--- src/rtl/ultrasound_sweep_locator.sv ---
// Ultrasonic ranger sweep: fires each ranger in turn, times its echo
// and publishes the nearest return as {dist, sector} at sweep end.
module ultrasound_sweep_locator #(
  parameter int N_SENSORS       = 12,
  parameter int TRIGGER_CYCLES  = 650,
  parameter int RISE_TIMEOUT    = 65000,
  parameter int CYCLES_PER_UNIT = 9620,
  parameter int MAX_DIST        = 255,
  parameter int GAP_CYCLES      = 3900000,
  parameter int NEW_DATA_HOLD   = 1100000
) (
  input  logic                 clock,
  input  logic                 reset,
  input  logic                 enable,
  input  logic [N_SENSORS-1:0] echo,
  output logic [N_SENSORS-1:0] trigger,
  output logic [11:0]          location,
  output logic                 new_data,
  output logic                 sweep_done,
  output logic                 no_target,
  output logic                 busy
);

  localparam int CW = $clog2(TRIGGER_CYCLES + RISE_TIMEOUT
                           + CYCLES_PER_UNIT + GAP_CYCLES + 1);
  localparam int HW = $clog2(NEW_DATA_HOLD + 1);
  localparam logic [7:0] DMAX = 8'(MAX_DIST);

  typedef enum logic [2:0] {
    IDLE, TRIGGER, WAIT_RISE, MEASURE, GAP, REPORT
  } state_t;

  state_t               state_q, state_d;
  logic [N_SENSORS-1:0] echo_s1_q, echo_s1_d;
  logic [N_SENSORS-1:0] echo_s2_q, echo_s2_d;
  logic [3:0]           idx_q, idx_d;
  logic [CW-1:0]        cnt_q, cnt_d;
  logic [7:0]           dist_q, dist_d;
  logic [7:0]           best_dist_q, best_dist_d;
  logic [3:0]           best_idx_q, best_idx_d;
  logic                 found_q, found_d;
  logic [11:0]          loc_q, loc_d;
  logic                 nt_q, nt_d;
  logic [HW-1:0]        hold_q, hold_d;

  logic [N_SENSORS-1:0] sel;
  logic                 echo_cur;
  logic                 cnt_wrap;
  logic [7:0]           dist_inc;

  // Selected ranger, its synchronized echo and the per-unit distance step
  always_comb begin
    sel      = N_SENSORS'(1) << idx_q;
    echo_cur = |(echo_s2_q & sel);
    cnt_wrap = (cnt_q == CW'(CYCLES_PER_UNIT - 1));
    dist_inc = (cnt_wrap && dist_q != DMAX) ? dist_q + 8'd1 : dist_q;
  end

  // Sweep FSM next-state, counters, best-return tracking and report
  always_comb begin
    state_d     = state_q;
    echo_s1_d   = echo;
    echo_s2_d   = echo_s1_q;
    idx_d       = idx_q;
    cnt_d       = cnt_q;
    dist_d      = dist_q;
    best_dist_d = best_dist_q;
    best_idx_d  = best_idx_q;
    found_d     = found_q;
    loc_d       = loc_q;
    nt_d        = nt_q;
    hold_d      = (hold_q != '0) ? hold_q - HW'(1) : hold_q;
    unique case (state_q)
      IDLE: begin
        if (enable) begin
          state_d     = TRIGGER;
          idx_d       = 4'd0;
          cnt_d       = '0;
          best_dist_d = DMAX;
          found_d     = 1'b0;
        end
      end
      TRIGGER: begin
        if (cnt_q == CW'(TRIGGER_CYCLES - 1)) begin
          state_d = WAIT_RISE;
          cnt_d   = '0;
        end else begin
          cnt_d = cnt_q + CW'(1);
        end
      end
      WAIT_RISE: begin
        if (echo_cur) begin
          state_d = MEASURE;
          cnt_d   = '0;
          dist_d  = 8'd0;
        end else if (cnt_q == CW'(RISE_TIMEOUT - 1)) begin
          state_d = GAP;
          cnt_d   = '0;
        end else begin
          cnt_d = cnt_q + CW'(1);
        end
      end
      MEASURE: begin
        cnt_d  = cnt_wrap ? '0 : cnt_q + CW'(1);
        dist_d = dist_inc;
        if (dist_inc == DMAX) begin
          state_d = GAP;
          cnt_d   = '0;
        end else if (!echo_cur) begin
          state_d = GAP;
          cnt_d   = '0;
          if (dist_inc < best_dist_q) begin
            best_dist_d = dist_inc;
            best_idx_d  = idx_q;
            found_d     = 1'b1;
          end
        end
      end
      GAP: begin
        if (cnt_q == CW'(GAP_CYCLES - 1)) begin
          cnt_d = '0;
          if (idx_q == 4'(N_SENSORS - 1)) begin
            state_d = REPORT;
          end else begin
            state_d = TRIGGER;
            idx_d   = idx_q + 4'd1;
          end
        end else begin
          cnt_d = cnt_q + CW'(1);
        end
      end
      REPORT: begin
        nt_d = !found_q;
        if (found_q) begin
          loc_d  = {best_dist_q, best_idx_q};
          hold_d = HW'(NEW_DATA_HOLD);
        end
        if (enable) begin
          state_d     = TRIGGER;
          idx_d       = 4'd0;
          cnt_d       = '0;
          best_dist_d = DMAX;
          found_d     = 1'b0;
        end else begin
          state_d = IDLE;
        end
      end
      default: state_d = IDLE;
    endcase
  end

  // State registers with synchronous active-high reset
  always_ff @(posedge clock) begin
    if (reset) begin
      state_q     <= IDLE;
      echo_s1_q   <= '0;
      echo_s2_q   <= '0;
      idx_q       <= 4'd0;
      cnt_q       <= '0;
      dist_q      <= 8'd0;
      best_dist_q <= 8'd0;
      best_idx_q  <= 4'd0;
      found_q     <= 1'b0;
      loc_q       <= 12'd0;
      nt_q        <= 1'b0;
      hold_q      <= '0;
    end else begin
      state_q     <= state_d;
      echo_s1_q   <= echo_s1_d;
      echo_s2_q   <= echo_s2_d;
      idx_q       <= idx_d;
      cnt_q       <= cnt_d;
      dist_q      <= dist_d;
      best_dist_q <= best_dist_d;
      best_idx_q  <= best_idx_d;
      found_q     <= found_d;
      loc_q       <= loc_d;
      nt_q        <= nt_d;
      hold_q      <= hold_d;
    end
  end

  // Trigger is gated by reset so a mid-sweep reset drops it immediately
  always_comb begin
    trigger    = (state_q == TRIGGER && !reset) ? sel : '0;
    sweep_done = (state_q == REPORT);
    busy       = (state_q != IDLE);
    location   = loc_q;
    no_target  = nt_q;
    new_data   = (hold_q != '0);
  end

endmodule

--- config.mk ---
export PLATFORM = sky130hd
export DESIGN_NAME = ultrasound_sweep_locator
export DESIGN_NICKNAME = d
export VERILOG_FILES = /design/src/rtl/ultrasound_sweep_locator.sv
export SDC_FILE = /design/constraint.sdc
export NUM_CORES = 1
export LEC_CHECK = 0
export CAP_MARGIN = 5
export CORE_ASPECT_RATIO = 0.9
export CORE_MARGIN = 1.5
export CORE_UTILIZATION = 30
export CTS_CLUSTER_SIZE = 12
export DETAILED_ROUTE_END_ITERATION = 10
export GPL_TIMING_DRIVEN = 1
export PLACE_DENSITY = 0.53
export SKIP_CTS_REPAIR_TIMING = 1
export SLEW_MARGIN = 10
export SYNTH_ARGS = -nofsm -noshare
export SYNTH_HDL_FRONTEND = slang
export SYNTH_SLANG_ARGS = --single-unit
--- constraint.sdc ---
create_clock -name clock -period 11.85 [get_ports clock]
set_clock_uncertainty 0.05 [all_clocks]
set_input_delay 3.555 -clock clock [delete_from_list [all_inputs] [get_ports clock]]
set_output_delay 3.555 -clock clock [all_outputs]
set_load 0.1 [all_outputs]
==> results.cfg, run 1 <==
[worst_hold_path]
min_from = echo_s1_q[2]
min_delay_path_depth = 1
hp-class = reg2reg
hold_path_end = echo_s2_q[2]

[power]
vdd_drop_max_v = 0.0000668
power.density_mw_per_mm2 = 156
power_leakage_nw = 2.13

[cells_and_area]
fin_nets = 676
antenna_cells = 0
instances_no_fill = 883
area_growth_pct = 16.5
drive_gt1_share_pct = 4.48
fillers = 1702

[logic_synthesis]
netlist_instances = 620
synth_ff_type = dfxtp_1
async_flop_share_pct = 0
synth-edff-count = 0
syn_avg_cell_area_um2 = 8.51
synth_area_mm2 = 0.00528
yosysTopAreaCellShare_pct = 41.0
synth_area_leader_cell = dfxtp_1
yosysSeqAreaShare_pct = 41.0
syn_nets = 652
synth_seq_cells = 108
yosys-top-cells-area = dfxtp_1, nand2_1, nor2_1
ys_warn_count = 0
ys_types = 61

[placement]
place_congestion = 0.805
hpwlAfterDp_mm = 8.80
io_buffer_count = 42
placed_cells = 868

[grt]
grt_max_degree = 77
first_global_vias = 4327
grt_use_total_pct = 14.4
antenna_found_initial = 0
grt_pass1_wl_mm = 21.3
overflow = 0

[cts]
cts_max_level = 3
insertion_delay_ns = 0.36
numCtsBuffers = 9
cts_tree = done
cts-root-buf = clkbuf_16
cts_buffer_depth = 2
clkTransAtPathRegs_ns = 0.07
clock-sinks = 108

[worst_setup_path]
timing.reg2reg.setup_slack_ns = 7.29
start_kind = input port
critPathArrivalTime_ns = 5.73
reg2reg_depth = 12
path_cells = buf_2 -> buf_4 -> nor2_1 -> and3_1 -> and2_1 -> clkdlybuf4s50_1
path_delay_family = buffers and inverters
worstPathMaxFanout = 76
crit_path_top_delay_cell = clkdlybuf4s50_1
crit_path_end_kind = output pin
worst-path-buf-inv = 3
r2r_start = cnt_q[7]
critPathKind = in2out
rr_endpoint = best_dist_q[2]
critPathMaxStageDelay_ns = 0.96
crit_required_ns = 8.25

[routing]
drt-total-wl_mm = 12.4
viasPerCell = 5.13
dr.pass1.iters = 5
first_iter_violations = 330
postRouteAntennaNets = 0
route.detailed.drc = 0
wire_per_inst_um = 14.1
via_count = 4532

[timing]
hold_viol = 0
slew_headroom_pct = 31.9
setup_viol = 0
final.setup.tns_ns = 0
report.final.slew_viol_count = 0
fin_crit_sh_pct = 78.8
tightest_slew_ns = 1.02
finalCriticalPeriod_ns = 9.34
fmax_mhz = 107
rsz0062_at_grt = no

[floorplanning]
io_pins = 43
initial_utilization_pct = 30.9
die_h_um = 129
die_area_mm2 = 0.0184
coreArea_mm2 = 0.0171
die_w_um = 143
num_rows = 45

[run_status]
status = finished, final reports clean

[run]
drv_cap = 0
report_power, final:
part	switching (mW)	internal, mW	leakage (nW)
logic	0.134	0.0915	1.10
registers	0.0302	0.399	0.881
clock network	0.140	0.165	0.143
worst max path at each step:
stage	from	end	slack (ns)	cells past startpoint
6_report	reset	trigger[10]	2.51	6
5_1_grt	reset	trigger[10]	2.42	6
4_1_cts	reset	trigger[10]	2.48	6
3_5_place_dp	reset	trigger[10]	2.48	6
3_3_place_gp	reset	trigger[10]	2.51	6
2_1_floorplan	reset	trigger[0]	3.48	2
cells in the mapped netlist, types with 11 or more instances:
library cell	n
a21oi_1	40
nor2b_1	28
o211ai_1	15
and3_1	19
and2_1	11
inv_1	25
nand2_1	63
ha_1	17
dfxtp_1	108
o32ai_1	14
o21ai_0	12
xnor2_1	13
nor2_1	57
clkbuf_1	25
nand4_1	12
or3_1	14
nand3_1	21
nor3_1	15
worst register-to-register path: stages, from the launching register on:
cell	delay, ns
dfxtp_1	0.49
or4b_4	0.53
nor4_1	0.55
nand3_1	0.37
nor3_1	0.44
xor2_1	0.24
ha_1	0.28
a21oi_1	0.14
nor2b_1	0.06
o21ai_0	0.15
o2111ai_1	0.15
or3_1	0.65
a311oi_1	0.37
per-stage QoR:
step                      worst slack (ns)  util, %  cell area (um2)  hold WS (ns)  total power [mW]
final                                 2.51     36.0             6150         0.387             0.959
after global routing                  2.42     36.0             6150         0.404              1.02
after CTS                             2.48     36.0             6150         0.388             0.972
after detailed placement              2.48     34.3             5850         0.370             0.661
after global placement                2.51     34.3             5850         0.367             0.654
after floorplan                       3.48        -             5280         0.364             0.612
cells by family (layout without fill, tap and decap cells):
kind of cell	count (synthesis)	in the layout	share of synthesized area [%]
simple gates	279	279	28.0
buf+inv	57	85	4.72
mux	5	5	0.949
xor+xnor	21	21	3.49
flops	108	108	41.0
compound gates	133	133	17.9
fa+ha+maj	17	17	4.03
metal layers:
layer  wire (um)  global-route usage [%]  vias up
met4         160                    4.73        0
met2        5220                    21.6      106
met5           0                       0        -
met3         671                    3.57       12
li1            -                       -     2299
met1        6370                    20.1     2115
layout make-up:
type                    count  area, um2  area share, %
multi-input cells         455       2860           46.6
inverters                  25       93.8           1.53
well taps                 235        294           4.78
clock inverters             6       68.8           1.12
clock buffers               9        225           3.66
flip-flops and latches    108       2160           35.2
repair buffers             45        438           7.13
flip-flops by register name, summed over array words and instances (netlist names):
signal       cells
cnt_q           22
hold_q          21
location        12
idx_q            4
dist_q           8
echo_s2_q       12
found_q          1
best_idx_q       4
echo_s1_q       12
best_dist_q      8
no_target        1
state_q          3
cell usage in the layout (no fill, tap or decap), types with 8 or more instances in the layout:
cell type        instances
xor2_1                   8
or3_1                   14
and3_1                  19
nor2_1                  57
clkbuf_16                9
nor3_1                  15
a22oi_1                  8
inv_1                   25
and2_1                  11
ha_1                    17
nand2_1                 63
xnor2_1                 13
nor2b_1                 28
o32ai_1                 14
nand3_1                 21
o21ai_0                 12
a21oi_1                 40
o211ai_1                15
nand4_1                 12
nor4_1                   9
clkdlybuf4s50_1         41
a311oi_1                 8
dfxtp_1                108
Note: power is estimated with default switching activity, not from simulation.
==> run 2: changes to the inputs <==
--- a/config.mk
+++ b/config.mk
@@ -12,7 +12,7 @@
 export CTS_CLUSTER_SIZE = 12
 export DETAILED_ROUTE_END_ITERATION = 10
 export GPL_TIMING_DRIVEN = 1
-export PLACE_DENSITY = 0.53
+export PLACE_DENSITY = 0.54
 export SKIP_CTS_REPAIR_TIMING = 1
 export SLEW_MARGIN = 10
 export SYNTH_ARGS = -nofsm -noshare
==> constraint.sdc (replaced) <==
create_clock -name clock -period 8.03 [get_ports clock]
set_clock_uncertainty 0.05 [all_clocks]
set_input_delay 2.409 -clock clock [delete_from_list [all_inputs] [get_ports clock]]
set_output_delay 2.409 -clock clock [all_outputs]
set_load 0.1 [all_outputs]
==> run 2 against run 1 <==
Clock power grew 51%. Die area is the same. Total power grew 49%. Register-to-register slack lost 3.9 ns. Critical path depth shrank 2. Final cell count is the same. Sequential share of layout area grew 0.13 points. Largest power group unchanged.
==> results.cfg, run 2 (same netlist as run 1, synthesis figures left out) <==
[run_status]
status = finished, final reports clean

[power]
power_leakage_nw = 2.15
power.density_mw_per_mm2 = 233
vdd_drop_max_v = 0.000113

[cells_and_area]
layout_common_cells = dfxtp_1, nand2_1, nor2_1, a21oi_1, clkdlybuf4s50_1
instances_no_fill = 883
final_core_util_pct = 35.9
layout_commonest_cell = dfxtp_1
stdcell_area_mm2 = 0.00612
largest_reg_flops = 22
antenna_cells = 0
top_regs = cnt_q (22), hold_q (21)
largest_register = cnt_q
fin_nets = 675
drive_gt1_share_pct = 6.48
area_growth_pct = 16.1

[floorplanning]
coreArea_mm2 = 0.0171
die_w_um = 143
die_area_mm2 = 0.0184
io_pins = 43
num_rows = 45
initial_utilization_pct = 30.9
die_h_um = 129

[grt]
grt_use_total_pct = 14.3
grt_pass1_wl_mm = 21.1
first_global_vias = 4316
overflow = 0
grt_max_degree = 76
antenna_found_initial = 0

[worst_setup_path]
path_cells = buf_2 -> nor3_1 -> and3_1 -> buf_4
crit_path_top_delay_cell = nor3_1
critPathMaxStageDelay_ns = 0.49
crit_path_end_kind = output pin
start_kind = input port
critPathKind = in2out
critPathArrivalTime_ns = 3.54
worstPathMaxFanout = 8
crit_required_ns = 5.57

[cts]
cts_tree = done
clkTransAtPathRegs_ns = 0.07
insertion_delay_ns = 0.36
cts_buffer_depth = 2
cts_max_level = 3
cts-root-buf = clkbuf_16
clock-sinks = 108
numCtsBuffers = 9

[timing]
fin_crit_sh_pct = 74.8
slew_headroom_pct = 34.4
final.setup.tns_ns = 0
hold_viol = 0
tightest_slew_ns = 0.984
report.final.slew_viol_count = 0
fmax_mhz = 167
finalCriticalPeriod_ns = 6.00
setup_ws_ns = 2.03
setup_viol = 0
rsz0062_at_grt = no

[placement]
hpwlAfterDp_mm = 8.88
placed_cells = 867
place_congestion = 0.808
placedInstanceArea_mm2 = 0.00582
io_buffer_count = 42
place_ws_ns = 2.05

[routing]
drt-total-wl_mm = 12.6
route.detailed.drc = 0
dr.pass1.iters = 4
viasPerCell = 5.13
via_count = 4531
postRouteAntennaNets = 0
first_iter_violations = 348
wire_per_inst_um = 14.3

[run]
drv_cap = 0

[worst_hold_path]
hp-class = reg2reg
==> run 2: cell types whose count changed in the layout (fill, tap and decap cells not counted) <==
cell | before | now
clkinv_4 | 0 | 1
buf_4 | 3 | 14
o21ai_1 | 1 | 0
clkdlybuf4s50_1 | 41 | 29
inv_6 | 3 | 2
o21ai_2 | 0 | 1
inv_8 | 0 | 1
==> run 2: final cells by class <==
type | instances | area, um2
repair buffers | 44 | 400
well taps | 235 | 294
clock buffers | 9 | 225
multi-input cells | 455 | 2870
inverters | 25 | 93.8
clock inverters | 7 | 80.1
fillers | 1744 | 10900
flip-flops and latches | 108 | 2160
==> run 2: path summary, 6_finish.rpt <==
kind,to,startpoint,cells past startpoint,slack (ns)
worst max register to register,best_dist_q[6],cnt_q[7],12,3.42
worst min register to register,echo_s2_q[1],echo_s1_q[1],1,0.39
worst min-delay path,echo_s2_q[1],echo_s1_q[1],1,0.39
worst max-delay path,trigger[5],reset,4,2.03
==> run 2: metrics by stage <==
step | total power, mW | hold WS [ns]
finish | 1.43 | 0.390
CTS | 1.44 | 0.390
global route | 1.51 | 0.408
detailed placement | 0.976 | 0.373
global placement | 0.963 | 0.371
floorplan | 0.903 | 0.364
==> run 2: worst max-delay path, delay by kind of cell <==
family	cells	cell delay [ns]
buf+inv	2	0.40
simple gates	2	0.73
==> run 2: per-layer routing <==
metal	wire (um)	global-route usage, %	up-vias
met5	0	0	-
met4	167	5.22	0
met3	545	3.50	10
met2	5530	22.0	88
met1	6390	19.5	2132
li1	-	-	2301
==> run 2: power by group <==
part | internal (mW) | switching [mW] | leakage, nW
sequential | 0.589 | 0.0447 | 0.881
combinational | 0.135 | 0.197 | 1.13
clock | 0.246 | 0.214 | 0.148
total | 0.970 | 0.455 | 2.15
